**src/rtl/operand_issue.sv**
```systemverilog
// Issue stage: resolves both source operands through mem/wb forwarding,
// interlocks on load-use hazards and stages the instruction for execute.

module operand_fwd (
  input  logic [4:0]  idx,
  input  logic        mem_we,
  input  logic [4:0]  mem_rd,
  input  logic [31:0] mem_data,
  input  logic        wb_we,
  input  logic [4:0]  wb_rd,
  input  logic [31:0] wb_data,
  input  logic [31:0] rf,
  output logic [31:0] val
);
  // Youngest producer wins; x0 is hardwired and never forwarded.
  always_comb begin
    val = rf;
    if (idx == 5'd0)                                   val = 32'h0;
    else if (mem_we && mem_rd != 5'd0 && mem_rd == idx) val = mem_data;
    else if (wb_we && wb_rd != 5'd0 && wb_rd == idx)    val = wb_data;
  end
endmodule

module operand_issue (
  input  logic        clk,
  input  logic        rst_n,
  input  logic        id_valid,
  output logic        id_ready,
  input  logic [4:0]  id_rs1,
  input  logic [4:0]  id_rs2,
  input  logic [4:0]  id_rd,
  input  logic        id_we,
  input  logic        id_is_load,
  output logic [4:0]  rf_r1_idx,
  output logic [4:0]  rf_r2_idx,
  input  logic [31:0] rf_r1,
  input  logic [31:0] rf_r2,
  input  logic        mem_we,
  input  logic [4:0]  mem_rd,
  input  logic [31:0] mem_data,
  input  logic        wb_we,
  input  logic [4:0]  wb_rd,
  input  logic [31:0] wb_data,
  input  logic        flush,
  output logic        ex_valid,
  input  logic        ex_ready,
  output logic [31:0] ex_op_a,
  output logic [31:0] ex_op_b,
  output logic [4:0]  ex_rd,
  output logic        ex_we,
  output logic        ex_is_load,
  output logic [15:0] stall_cnt
);
  localparam int NUM_SRC = 2;

  logic [NUM_SRC-1:0][4:0]  src_idx;
  logic [NUM_SRC-1:0][31:0] src_rf;
  logic [NUM_SRC-1:0][31:0] src_val;
  logic hazard, adv, take;

  assign src_idx   = {id_rs2, id_rs1};
  assign src_rf    = {rf_r2, rf_r1};
  assign rf_r1_idx = id_rs1;
  assign rf_r2_idx = id_rs2;

  for (genvar gi = 0; gi < NUM_SRC; gi++) begin : g_src
    operand_fwd u_fwd (
      .idx      (src_idx[gi]),
      .mem_we   (mem_we),
      .mem_rd   (mem_rd),
      .mem_data (mem_data),
      .wb_we    (wb_we),
      .wb_rd    (wb_rd),
      .wb_data  (wb_data),
      .rf       (src_rf[gi]),
      .val      (src_val[gi])
    );
  end

  // Only a load still in execute can't forward yet; x0 writers never block.
  assign hazard   = ex_valid && ex_is_load && ex_we && (ex_rd != 5'd0) &&
                    ((ex_rd == id_rs1) || (ex_rd == id_rs2));
  assign adv      = !ex_valid || ex_ready;
  assign id_ready = flush || (adv && !hazard);
  assign take     = adv && id_valid && !hazard;

  always_ff @(posedge clk or negedge rst_n) begin
    if (!rst_n) begin
      ex_valid   <= 1'b0;
      ex_op_a    <= 32'h0;
      ex_op_b    <= 32'h0;
      ex_rd      <= 5'd0;
      ex_we      <= 1'b0;
      ex_is_load <= 1'b0;
      stall_cnt  <= 16'h0;
    end else begin
      if (flush) begin
        ex_valid <= 1'b0;
      end else if (take) begin
        ex_valid   <= 1'b1;
        ex_op_a    <= src_val[0];
        ex_op_b    <= src_val[1];
        ex_rd      <= id_rd;
        ex_we      <= id_we;
        ex_is_load <= id_is_load;
      end else if (adv) begin
        ex_valid <= 1'b0;
      end
      if (id_valid && hazard && !flush && stall_cnt != 16'hFFFF)
        stall_cnt <= stall_cnt + 16'd1;
    end
  end
endmodule
```
**config.mk**
```make
export PLATFORM = sky130hd
export DESIGN_NAME = operand_issue
export DESIGN_NICKNAME = d
export VERILOG_FILES = /design/src/rtl/operand_issue.sv
export SDC_FILE = /design/constraint.sdc
export NUM_CORES = 1
export LEC_CHECK = 0
export BUFFER_PORTS_ARGS = -buffer_cell sky130_fd_sc_hd__buf_2
export CAP_MARGIN = 0
export CORE_ASPECT_RATIO = 1.4
export CORE_MARGIN = 10
export CORE_UTILIZATION = 45
export DETAILED_ROUTE_END_ITERATION = 16
export GPL_TIMING_DRIVEN = 0
export PLACE_DENSITY = 0.75
export SYNTH_ARGS = -nofsm -noshare
export SYNTH_HDL_FRONTEND = slang
export SYNTH_SLANG_ARGS = --single-unit
```
**constraint.sdc**
```tcl
create_clock -name clk -period 2.5 [get_ports clk]
set_input_delay 0.25 -clock clk [delete_from_list [all_inputs] [get_ports clk]]
set_output_delay 0.25 -clock clk [all_outputs]
set_load 0.02 [all_outputs]
```
==> run_results.csv, run 1 <==
group,metric,value,unit
setup_path,critPathSlowestCell,"dfrtp_2",
sta,timing.final.ws_setup,0.08790,ns
synth,postSynthAreaPerCell,10.33,um2
global_route,antenna_found_initial,0,
synth,synth_area,0.005289,mm2
layout,area_growth,34.92,%
setup_path,max_stage_delay,0.45,ns
die,die-area,0.01655,mm2
detailed_routing,dr.pass1.iters,4,
synth,yosysUniqueCellTypes,38,
synth,ys_ff_latch,88,
synth,synth_compound_area_share,18.07,%
layout,postLayoutCellArea,0.007136,mm2
sta,setup_viol,0,
synth,synthSimpleGateAreaFrac,12.66,%
placement,io_buffer_count,260,
outcome,status,"completed",
clocking,clock-root-buffer,"clkbuf_16",
clocking,cts_max_level,3,
synth,synth_edf_count,0,
setup_path,path_class,"reg -> out",
sta,fin_skew,0.006380,ns
power_and_ir_drop,power.density,611.8,mW/mm2
setup_path,start_kind,"flip-flop",
die,ios,261,
detailed_routing,drc,0,
die,std_cell_rows,46,
layout,diodes,0,
sta,setup_tns,0,ns
sta,final_hold_viol_count,0,
clocking,path_clk_slew,0.06,ns
min_path,min_from,"id_rd[2]",
detailed_routing,wl,19.25,mm
global_route,grt_max_degree,46,
global_route,gr-total-overflow,0,
min_path,whs_path_depth,2,
synth,ys_async_sr_fraction,100.0,%
setup_path,crit_buf_inv,3,
setup_path,endpoint_kind,"primary output",
sta,relSlewSlack,56.88,%
min_path,hold_path_class,"in -> reg",
synth,synth_nets,675,
sta,rsz0062_at_grt,"true",
layout,nNetsFinal,950,
global_route,grt_pass1_wl,30.31,mm
clocking,cts_buffer_depth,2,
min_path,hold_end,"ex_rd[2]",
synth,synth.area.top_cells,"dfrtp_1 (42%), mux2i_1 (12%), a22o_1 (11%), a21oi_1 (6.2%), xor2_1 (5.6%)",
clocking,cts-buffers-inserted,9,
setup_path,critPathMaxFanout,10,
setup_path,worstRegToRegCells,7,
setup_path,reg2reg_slack,0.16,ns
clocking,cts_tree,"done",
synth,synth_top_area_share,41.64,%
placement,gp_congestion,0.8570,
power_and_ir_drop,vdd_ir_drop_max,0.3308,mV
flow_run,drv_cap,0,
detailed_routing,vias,5145,
synth,synth_cells,512,
die,core,0.01140,mm2
synth,synth-seq-area-share,41.64,%
die,die_height,148.3,um
global_route,track_usage,22.45,%
power_and_ir_drop,leakage,3.505,nW
setup_path,cpLargestDelayFamily,"simple AND/OR/NAND/NOR gates",
clocking,cts.sinks,88,
synth,synthAdderAreaFrac,0.2366,%
setup_path,worstPathArrival,2.16,ns
synth,synth_xor_area_share,7.452,%
layout,nFillCells,955,
clocking,clk_latency,0.34,ns
sta,drv_slew,0,
synth,yosys_warnings,0,
detailed_routing,drtAntennaViolNets,0,
placement,placed_area,0.006793,mm2
detailed_routing,drtIter0Drc,196,
detailed_routing,vias_per_cell,5.503,
synth,synthFlopType,"dfrtp_1",
sta,fin_crit_sh,96.48,%
detailed_routing,avgRoutedWirePerCell,20.58,um
placement,place_ws,0.1043,ns
power_and_ir_drop,p_total,4.365,mW
setup_path,critPathRequiredTime,2.25,ns
placement,dp_hpwl,15.54,mm
setup_path,r2r_end,"ex_op_b[31]",
global_route,grt_pass1_vias,5867,
setup_path,rr_startpoint,"ex_rd[0]",
die,initial_core_util,46.41,%
synth,synth_top_family_by_area,"compound AO/OA/AOI/OAI gates",
synth,muxShareOfSynthArea,13.82,%
sta,fmax,414.6,MHz
synth,synth_top_cell_by_area,"dfrtp_1",
setup_path,cp_cell_sequence,"xor2_1, nor3_2, a22oi_2, or3_1, buf_6, buf_12, a21o_1, buf_2",
die,dieWidth,111.6,um
layout,drive_gt1_share,43.36,%
sta,max_slew.worst_pin.slew,0.6420,ns
sta,fin_crit,2.412,ns
synth_stat cells, types with 2 or more instances:
cell type and n:
clkbuf_1 7, mux2i_1 64, buf_2 15, nor3_2 10, nand4_1 3, mux2_1 8
dfrtp_1 88, nor2_1 71, nor3_1 4, xor2_1 34, nor4_2 5, buf_6 7
nand3_1 8, xnor2_1 11, a21oi_1 65, nor4_4 2, buf_4 15, a22o_1 64
o21ai_2 2, and3_1 2, inv_1 3, or4_1 3, nand2b_1 2, nand2_1 5
repair_timing:
action                     4_1_cts  5_1_grt
hold endpoints to repair        43        0
gates resized for setup          1        5
pin swaps                        0        2
setup buffers                    0        2
setup endpoints to repair        1       30
hold buffers                     1        0
layer usage:
metal | part of all wire [%] | track usage, % | wire length [um]
met1 | 39 | 25.19 | 7422
met2 | 52 | 39.22 | 9976
met3 | 6.9 | 5.354 | 1323
met4 | 2.7 | 10.24 | 524
met5 | 0 | 0 | 0
where the power goes:
part	switching (mW)	leakage, nW	internal (mW)	total [mW]
clock network	0.536	0.149	0.868	1.40
logic	0.703	2.25	0.508	1.21
registers	0.131	1.11	1.62	1.75
kinds of logic (layout without fill, tap and decap cells):
logic type	Yosys count	after routing
AOI/OAI and AO/OA	137	137
muxes	72	72
xor gates and xnor gates	45	45
DFF	88	88
and+or+nand+nor	121	121
buffers and inverters	48	327
adders and majority gates	1	1
through the flow:
step	hold slack (ns)	cells	util (%)
final	0.1253	935	62.62
after global routing	0.1322	935	62.62
after CTS	0.1177	933	62.36
after detailed placement	0.2893	917	59.61
after global placement	0.4627	916	59.41
after floorplan	-0.04559	512	-
worst max-delay path by stage:
stage                  start          end  slack (ns)  depth (start not counted)
global route        ex_rd[4]     id_ready      -0.009                          8
detailed placement  ex_rd[1]  ex_op_a[24]        0.10                          6
finish              ex_rd[0]     id_ready        0.09                          8
floorplan           ex_rd[2]     ex_rd[0]        0.42                          7
CTS                 ex_rd[0]     id_ready       0.009                          8
global placement    ex_rd[1]  ex_op_a[26]        0.14                          6
area by class of cell:
type | instances | area, um2 | area share [%]
timing repair buffer | 264 | 1349 | 18.90
buffer | 45 | 312.8 | 4.384
multi-input combinational | 376 | 2774 | 38.87
inverter | 3 | 11.26 | 0.1578
clock inverter | 4 | 70.07 | 0.9819
clock buffer | 11 | 232.7 | 3.261
sequential | 88 | 2206 | 30.91
tap | 144 | 180.2 | 2.525
registers in the layout (all words and copies together), names as in the netlist:
name and flops:
ex_is_load 1, ex_op_a 32, ex_op_b 32, ex_rd 5, ex_valid 1, ex_we 1
stall_cnt 16
layout by cell type, fill, tap and decap left out, drive strengths merged:
| cell | count |
|---|---|
| a21oi | 66 |
| nor4 | 7 |
| nor2b | 1 |
| xnor2 | 11 |
| nor3 | 14 |
| o311ai | 1 |
| a21o | 1 |
| and3 | 2 |
| or3 | 1 |
| and2 | 1 |
| nand2b | 2 |
| ha | 1 |
| buf | 301 |
| inv | 3 |
| bufinv | 2 |
| o21ai | 3 |
| and4 | 1 |
| nor3b | 1 |
| nand4 | 4 |
| or4 | 3 |
| clkbuf | 18 |
| clkinv | 2 |
| mux2i | 64 |
| a22o | 64 |
| xor2 | 34 |
| dfrtp | 88 |
| nand2 | 5 |
| mux2 | 8 |
| o21a | 1 |
| dlygate4sd3 | 1 |
| nor2 | 71 |
| a22oi | 1 |
| nand3 | 8 |
(Power assumes the default switching activity.)
==> run 2, diff against run 1 <==
--- a/config.mk
+++ b/config.mk
@@ -10,9 +10,11 @@
 export CORE_ASPECT_RATIO = 1.4
 export CORE_MARGIN = 10
 export CORE_UTILIZATION = 45
+export CTS_CLUSTER_SIZE = 24
 export DETAILED_ROUTE_END_ITERATION = 16
 export GPL_TIMING_DRIVEN = 0
 export PLACE_DENSITY = 0.75
+export SETUP_SLACK_MARGIN = 0.3
 export SYNTH_ARGS = -nofsm -noshare
 export SYNTH_HDL_FRONTEND = slang
 export SYNTH_SLANG_ARGS = --single-unit
==> run_results.csv, run 2 (synthesized netlist as in run 1, its figures left out) <==
group,metric,value,unit
outcome,status,"completed",
sta,hold_slack,0.1264,ns
placement,place_ws,0.1043,ns
clocking,cts_max_level,3,
sta,setup_tns,0,ns
sta,rsz0062_at_grt,"true",
layout,nFillCells,929,
power_and_ir_drop,leakage,3.706,nW
sta,setup_viol,0,
sta,timing.final.ws_setup,0.1422,ns
setup_path,worstPathArrival,2.11,ns
die,initial_core_util,46.41,%
setup_path,endpoint_kind,"primary output",
layout,nNetsFinal,952,
min_path,hold_path_class,"in -> reg",
sta,fin_skew,0.005785,ns
die,ios,261,
detailed_routing,vias,5194,
layout,reg_top3,"ex_op_a (32), ex_op_b (32), stall_cnt (16)",
global_route,track_usage,22.54,%
setup_path,critPathRequiredTime,2.25,ns
detailed_routing,drc,0,
detailed_routing,avgRoutedWirePerCell,20.88,um
setup_path,startpoint,"ex_rd[2]",
global_route,gr-total-overflow,0,
global_route,antenna_found_initial,0,
layout,diodes,0,
global_route,grt_pass1_vias,5880,
clocking,cts_tree,"done",
detailed_routing,drtIter0Drc,231,
sta,fin_crit_sh,94.31,%
clocking,cts-buffers-inserted,9,
setup_path,path_class,"reg -> out",
clocking,path_clk_slew,0.06,ns
die,die_height,148.3,um
detailed_routing,drtAntennaViolNets,0,
placement,gp_congestion,0.8570,
clocking,cts_buffer_depth,2,
layout,mostFrequentLayoutCells,"buf_2 (273), dfrtp_1 (86), nor2_1 (69)",
layout,layout_commonest_cell,"buf_2",
die,die-area,0.01655,mm2
power_and_ir_drop,vdd_ir_drop_max,0.3177,mV
detailed_routing,dr.pass1.iters,4,
sta,max_slew.worst_pin.slew,0.6362,ns
clocking,cts.sinks,88,
min_path,min_from,"id_rd[2]",
clocking,clk_latency,0.34,ns
sta,relSlewSlack,57.27,%
setup_path,crit_buf_inv,3,
placement,io_buffer_count,260,
setup_path,cp_cell_sequence,"xor2_1, nor3_2, a22oi_2, or3_1, buf_6, buf_12, a21o_1, buf_6",
layout,drive_gt1_share,44.14,%
die,core,0.01140,mm2
setup_path,rr_startpoint,"ex_rd[2]",
setup_path,critPathMaxFanout,4,
sta,fin_crit,2.358,ns
flow_run,drv_cap,0,
placement,dp_hpwl,15.54,mm
setup_path,cpLargestDelayFamily,"simple AND/OR/NAND/NOR gates",
die,dieWidth,111.6,um
global_route,grt_max_degree,46,
detailed_routing,vias_per_cell,5.543,
setup_path,critPathSlowestCell,"dfrtp_2",
setup_path,path_common_cell,"buf_6",
sta,final_hold_viol_count,0,
setup_path,start_kind,"flip-flop",
global_route,grt_pass1_wl,30.47,mm
detailed_routing,wl,19.57,mm
sta,drv_slew,0,
clocking,clock-root-buffer,"clkbuf_16",
power_and_ir_drop,power.density,598.7,mW/mm2
die,std_cell_rows,46,
layout,area_growth,38.33,%
setup_path,max_stage_delay,0.44,ns
sta,fmax,424.1,MHz
run 2: cell types whose count changed in the layout (fill, tap and decap cells not counted), moves of 4 or more:
cell / previous run / this run
buf_6: 7 / 13
clkbuf_1: 9 / 5
nor3_2: 10 / 2
nor3_4: 0 / 8
nor4_2: 5 / 1
nor4_4: 2 / 6
run 2: final timing paths:
kind / end / slack, ns / cells after the start
min in group asynchronous: stall_cnt[9] / 0.47 / 2
max in group asynchronous: ex_op_a[23] / 1.39 / 3
worst max-delay path: id_ready / 0.14 / 8
worst min register to register: stall_cnt[12] / 0.49 / 1
worst max register to register: ex_rd[4] / 0.22 / 7
worst min-delay path: ex_rd[2] / 0.13 / 2
run 2: timing repair:
action / CTS / global route
resized for setup: 13 / 27
hold buffers: 1 / 0
endpoints found under the hold margin: 43 / 0
setup endpoints to repair: 57 / 80
pin swaps: 5 / 3
buffers inserted: 4 / 0
run 2: final cells by class:
type                       count  area, um2  area share [%]
timing repair buffer         266       1370           18.73
clock inverter                 4      70.07          0.9578
inverter                       3      11.26          0.1539
buffer                        45      341.6           4.669
tap                          144      180.2           2.463
clock buffer                  11      232.7           3.181
sequential                    88       2205           30.14
multi-input combinational    376       2905           39.71
run 2: worst reg2reg max path: cells and delay by family, from the launching register on:
family / cells / cell delay [ns]
muxes: 1 / 0.35
DFF: 1 / 0.44
AOI/OAI and AO/OA: 2 / 0.58
xor gates and xnor gates: 1 / 0.16
buffers and inverters: 2 / 0.44
and+or+nand+nor: 1 / 0.19
run 2: per-layer routing:
metal,track usage (%),wire (um),up-vias
met5,0,0,-
met4,10.24,630,0
met3,5.435,1386,50
met2,39.54,10100,253
met1,25.14,7449,2482
li1,-,-,2409
run 2: power breakdown:
group | leakage, nW | internal (mW) | switching, mW | total [mW]
combinational | 2.45 | 0.516 | 0.711 | 1.23
sequential | 1.11 | 1.62 | 0.130 | 1.75
clock | 0.149 | 0.867 | 0.536 | 1.40
total | 3.71 | 3.00 | 1.38 | 4.38
run 2: metrics by stage:
step	instance area [um2]	total power [mW]	utilization (%)	instances
floorplan	5289	2.426	-	512
global placement	6770	2.939	59.41	916
detailed placement	6793	2.977	59.61	917
CTS	7172	4.404	62.93	937
global route	7316	4.585	64.20	937
finish	7316	4.380	64.20	937
